## src/rtl/restoring_divider.sv

```systemverilog
// ---------------------------------------------------------------------------
// restoring_divider
//
// Sequential unsigned divider producing one quotient bit per clock. Each
// iteration shifts the partial remainder / quotient pair left by one and
// performs a trial subtraction of the divisor using a borrow-lookahead
// subtractor; the difference is kept when no borrow occurs, otherwise the
// shifted value is restored.
//
// Parameters:
//   WIDTH        operand / quotient / remainder width (2..16)
//
// Ports:
//   clk          rising-edge clock
//   rst_n        asynchronous active-low reset
//   start        operation request, sampled only while idle
//   dividend     unsigned dividend, captured when start is accepted
//   divisor      unsigned divisor, captured when start is accepted
//   busy         high while a division is iterating
//   done         one-cycle pulse: result outputs have just been updated
//   quotient     registered quotient of the last completed operation
//   remainder    registered remainder of the last completed operation
//   div_by_zero  set when the last completed operation had a zero divisor
// ---------------------------------------------------------------------------
module restoring_divider #(
    parameter int WIDTH = 4
) (
    input  logic             clk,
    input  logic             rst_n,
    input  logic             start,
    input  logic [WIDTH-1:0] dividend,
    input  logic [WIDTH-1:0] divisor,
    output logic             busy,
    output logic             done,
    output logic [WIDTH-1:0] quotient,
    output logic [WIDTH-1:0] remainder,
    output logic             div_by_zero
);

    localparam int CW = $clog2(WIDTH + 1);

    typedef enum logic {
        IDLE,
        RUN
    } state_t;

    state_t           state;
    logic [CW-1:0]    count;
    logic [WIDTH-1:0] divisor_reg;
    logic [WIDTH-1:0] qreg;

    // The (WIDTH+1)-bit partial remainder always has a zero top bit between
    // iterations (it is either restored or strictly less than the divisor),
    // so only the low WIDTH bits are stored; the shift supplies the extra bit.
    logic [WIDTH-1:0] partial_rem;

    logic [WIDTH:0]   shifted_rem;
    logic [WIDTH:0]   sub_b;
    logic [WIDTH-1:0] trial;
    logic             borrow_out;
    logic [WIDTH-1:0] next_rem;
    logic [WIDTH-1:0] next_q;

    // Borrow into bit position pos, written as a sum of products over the
    // generate/propagate terms of all lower bits rather than as a ripple
    // chain: bit j generates a borrow when a=0,b=1 and every bit between j
    // and pos propagates it (a==b).
    function automatic logic borrow_into(input logic [WIDTH:0] a,
                                         input logic [WIDTH:0] b,
                                         input int             pos);
        logic acc;
        logic term;
        acc = 1'b0;
        for (int j = 0; j < pos; j++) begin
            term = ~a[j] & b[j];
            for (int k = j + 1; k < pos; k++) begin
                term = term & ~(a[k] ^ b[k]);
            end
            acc = acc | term;
        end
        return acc;
    endfunction

    // One restoring step: shift {partial_rem, qreg} left, subtract the
    // divisor, keep the difference only if it did not go negative.
    always_comb begin
        shifted_rem = {partial_rem, qreg[WIDTH-1]};
        sub_b       = {1'b0, divisor_reg};
        trial       = '0;
        for (int i = 0; i < WIDTH; i++) begin
            trial[i] = shifted_rem[i] ^ sub_b[i] ^ borrow_into(shifted_rem, sub_b, i);
        end
        borrow_out = borrow_into(shifted_rem, sub_b, WIDTH + 1);
        next_rem   = borrow_out ? shifted_rem[WIDTH-1:0] : trial;
        next_q     = {qreg[WIDTH-2:0], ~borrow_out};
    end

    // Control FSM and datapath registers. done defaults low every cycle so
    // it can only ever be a single-cycle pulse; result outputs are written
    // solely on completion so they hold the previous answer while busy.
    always_ff @(posedge clk or negedge rst_n) begin
        if (!rst_n) begin
            state       <= IDLE;
            count       <= '0;
            divisor_reg <= '0;
            qreg        <= '0;
            partial_rem <= '0;
            busy        <= 1'b0;
            done        <= 1'b0;
            quotient    <= '0;
            remainder   <= '0;
            div_by_zero <= 1'b0;
        end else begin
            done <= 1'b0;
            case (state)
                IDLE: begin
                    if (start) begin
                        if (divisor == '0) begin
                            // Zero divisor completes immediately without iterating.
                            quotient    <= '1;
                            remainder   <= dividend;
                            div_by_zero <= 1'b1;
                            done        <= 1'b1;
                        end else begin
                            divisor_reg <= divisor;
                            qreg        <= dividend;
                            partial_rem <= '0;
                            count       <= CW'(WIDTH);
                            busy        <= 1'b1;
                            state       <= RUN;
                        end
                    end
                end
                RUN: begin
                    partial_rem <= next_rem;
                    qreg        <= next_q;
                    count       <= count - CW'(1);
                    if (count == CW'(1)) begin
                        quotient    <= next_q;
                        remainder   <= next_rem;
                        div_by_zero <= 1'b0;
                        done        <= 1'b1;
                        busy        <= 1'b0;
                        state       <= IDLE;
                    end
                end
            endcase
        end
    end

endmodule

```

## config.mk

```make
export PLATFORM = sky130hd
export DESIGN_NAME = restoring_divider
export DESIGN_NICKNAME = d
export VERILOG_FILES = /design/src/rtl/restoring_divider.sv
export SDC_FILE = /design/constraint.sdc
export NUM_CORES = 1
export LEC_CHECK = 0
export CORE_MARGIN = 3
export CORE_UTILIZATION = 52
export DETAILED_ROUTE_END_ITERATION = 12
export PLACE_DENSITY = 0.74
export SLEW_MARGIN = 30
export SYNTH_ARGS = -nofsm -noshare
export SYNTH_HDL_FRONTEND = slang
export SYNTH_SLANG_ARGS = --single-unit
```

## constraint.sdc

```tcl
create_clock -name clk -period 5.9 [get_ports clk]
set_input_delay 0.59 -clock clk [delete_from_list [all_inputs] [get_ports clk]]
set_output_delay 0.59 -clock clk [all_outputs]
set_load 0.005 [all_outputs]
```

==> results.cfg <==
[grt]
grt_first_pass_wirelength_um = 4800
grt-ovfl-total = 0
grt_max_degree = 28
track_usage_pct = 18.6
antenna_found_initial = 0
grt_pass1_vias = 1034

[setup_path]
path_max_fanout = 3
path_class = reg -> reg
cp_cell_sequence = ha_1 -> ha_1 -> o21a_1 -> or4_1 -> a31oi_1 -> o22a_1
arrival_ns = 2.39
crit_family = compound AO/OA/AOI/OAI gates
required_ns = 6.18
crit_buf_inv = 0
cp-end-kind = flip-flop
crit-reg2reg-launch = divisor_reg[1]
cp-start-kind = flip-flop
cp-startpoint = divisor_reg[1]
slowest_delay_ns = 0.47
slowest_stage = or4_1
crit_top_cell = ha_1

[yosys]
synth_area_per_cell_um2 = 11.0
syn_inst = 124
synth.distinct_cells = 32
synth_nets = 143
yosys_warnings = 0
synth_common_cells = 27 x dfrtp_1, 15 x nand2_1, 12 x inv_1
synth_most_common_cell = dfrtp_1
yosysSeqAreaShare_pct = 49.5
async_flop_share_pct = 100
synth_top_area_share_pct = 49.5
netlist_area_um2 = 1370
netlist_top_cells_area = dfrtp_1 49%, ha_1 6.4%, mux2i_1 5.9%
synth_edf_count = 0
synth-main-ff-cell = dfrtp_1
yosysTopAreaCell = dfrtp_1
synth_seq_cells = 27

[sta]
fin_skew_ns = 0.00146
setup_tns_ns = 0
final-max-slew-violation-count = 0
rsz0062_at_grt = false
final-setup-viol-count = 0
tightest_slew_ns = 0.732
slew_headroom_pct = 51.2
fin_crit_ns = 2.11
fin_crit_sh_pct = 35.7
hold_violations = 0
fmax_mhz = 474

[clocking]
htree_num_levels = 1
clk_pin_slew_ns = 0.15
clock_latency_ns = 0.32
cts_tree = yes
cts_setup_buffers = 0
cts_root_buffer = clkbuf_4
hold_buffers = 0
cts_made_buffers = 3
cts_resized = 0
cts_sinks = 27
cts_buffer_depth = 2

[hold_path]
hold_start = div_by_zero
hold_class = reg -> reg

[layout]
nets = 167
area_growth_pct = 19.2
diodes = 0
fin_cells = 175
drive_gt1_share_pct = 10.2

[pwr]
ir_drop_mv = 0.379
cellPowerDensity_nw_per_um2 = 563
p_leak_uw = 0.000769
total_power_uw = 916

[placement]
dp.cells = 171
port_buffers = 21
gp_congestion = 0.715
hpwl_um = 1970

[floorplanning]
io_pins = 22
core_um2 = 2340
initial_utilization_pct = 58.3
die_w_um = 57.2
die_h_um = 57.2
rows = 17
die-area_um2 = 3280

[detailed_routing]
drtIter0Drc = 25
antenna_left = 0
dr.pass1.iters = 4
via_per_inst = 5.47
drc = 0
vias = 958
wl_um = 2660
routedWlPerCell_um = 15.2

[run_status]
outcome = completed

[flow_run]
drv_cap = 0
[path summary, 6_finish.rpt]
check | slack, ns | endpoint | cells past startpoint
max in group asynchronous | 5.04 | qreg[0] | 2
hold reg to reg | 0.50 | div_by_zero | 1
hold / removal | 0.50 | div_by_zero | 1
setup reg to reg | 3.79 | remainder[3] | 6
setup / recovery | 3.79 | remainder[3] | 6
min in group asynchronous | 0.62 | divisor_reg[1] | 2
[cell type report]
cell class                 instances  area [um2]
multi-input combinational         82         624
fill                             187         712
inverter                          12        45.0
clock inverter                     1        7.51
sequential                        27         676
clock buffer                       3        22.5
timing repair buffer              22         218
tap                               28        35.0
[power by group]
group	total [uW]	switching [uW]	internal (uW)
sequential	361	80.8	280
combinational	472	212	260
clock	83.0	57.1	25.9
total	916	349	566
[per-stage QoR]
step | utilization [%] | hold WS [ns] | area (um2) | setup WS, ns
4_1_cts | 69.6 | 0.503 | 1630 | 3.78
2_1_floorplan | - | 0.294 | 1370 | 3.98
3_3_place_gp | 68.3 | 0.460 | 1600 | 3.61
5_1_grt | 69.6 | 0.530 | 1630 | 3.62
6_report | 69.6 | 0.501 | 1630 | 3.79
3_5_place_dp | 68.3 | 0.469 | 1600 | 3.56
[worst register-to-register path: stages, from the launching register on]
cell and delay [ns]:
dfrtp_1 0.45, ha_1 0.31, ha_1 0.17, o21a_1 0.21, or4_1 0.47, a31oi_1 0.27
o22a_1 0.18
[logic make-up (layout without fill, tap and decap cells)]
kind of cell / Yosys count / in the layout / share of synthesized area (%)
adder cells (fa/ha/maj): 8 / 8 / 7.88
multiplexers: 12 / 12 / 9.17
flip-flops: 27 / 27 / 49.5
AND/OR/NAND/NOR: 28 / 28 / 11.0
XOR/XNOR: 2 / 2 / 1.28
AO/OA/AOI/OAI: 32 / 32 / 16.4
buffers and inverters: 15 / 38 / 4.77
[cell usage in the layout, fill, tap and decap left out, types with 2 or more instances in the layout]
| cell type | netlist | layout |
|---|---|---|
| o21ai_0 | 10 | 10 |
| xnor2_1 | 2 | 2 |
| ha_1 | 7 | 7 |
| mux2i_1 | 8 | 8 |
| a21o_1 | 6 | 6 |
| dfrtp_1 | 27 | 27 |
| o21ai_1 | 4 | 4 |
| nor2_1 | 3 | 3 |
| clkbuf_4 | 0 | 3 |
| clkdlybuf4s50_1 | 0 | 21 |
| inv_1 | 12 | 12 |
| mux2_2 | 4 | 4 |
| nand2b_1 | 3 | 3 |
| o22a_1 | 4 | 4 |
| nand2_1 | 15 | 15 |
[per-layer routing]
metal | vias up | global-route usage, % | wire length [um]
met5 | - | 0 | 0
met4 | 0 | 6.29 | 12
met3 | 2 | 3.39 | 109
met2 | 18 | 30.3 | 1270
met1 | 462 | 25.0 | 1270
li1 | 476 | - | -
(Power assumes the default switching activity.)
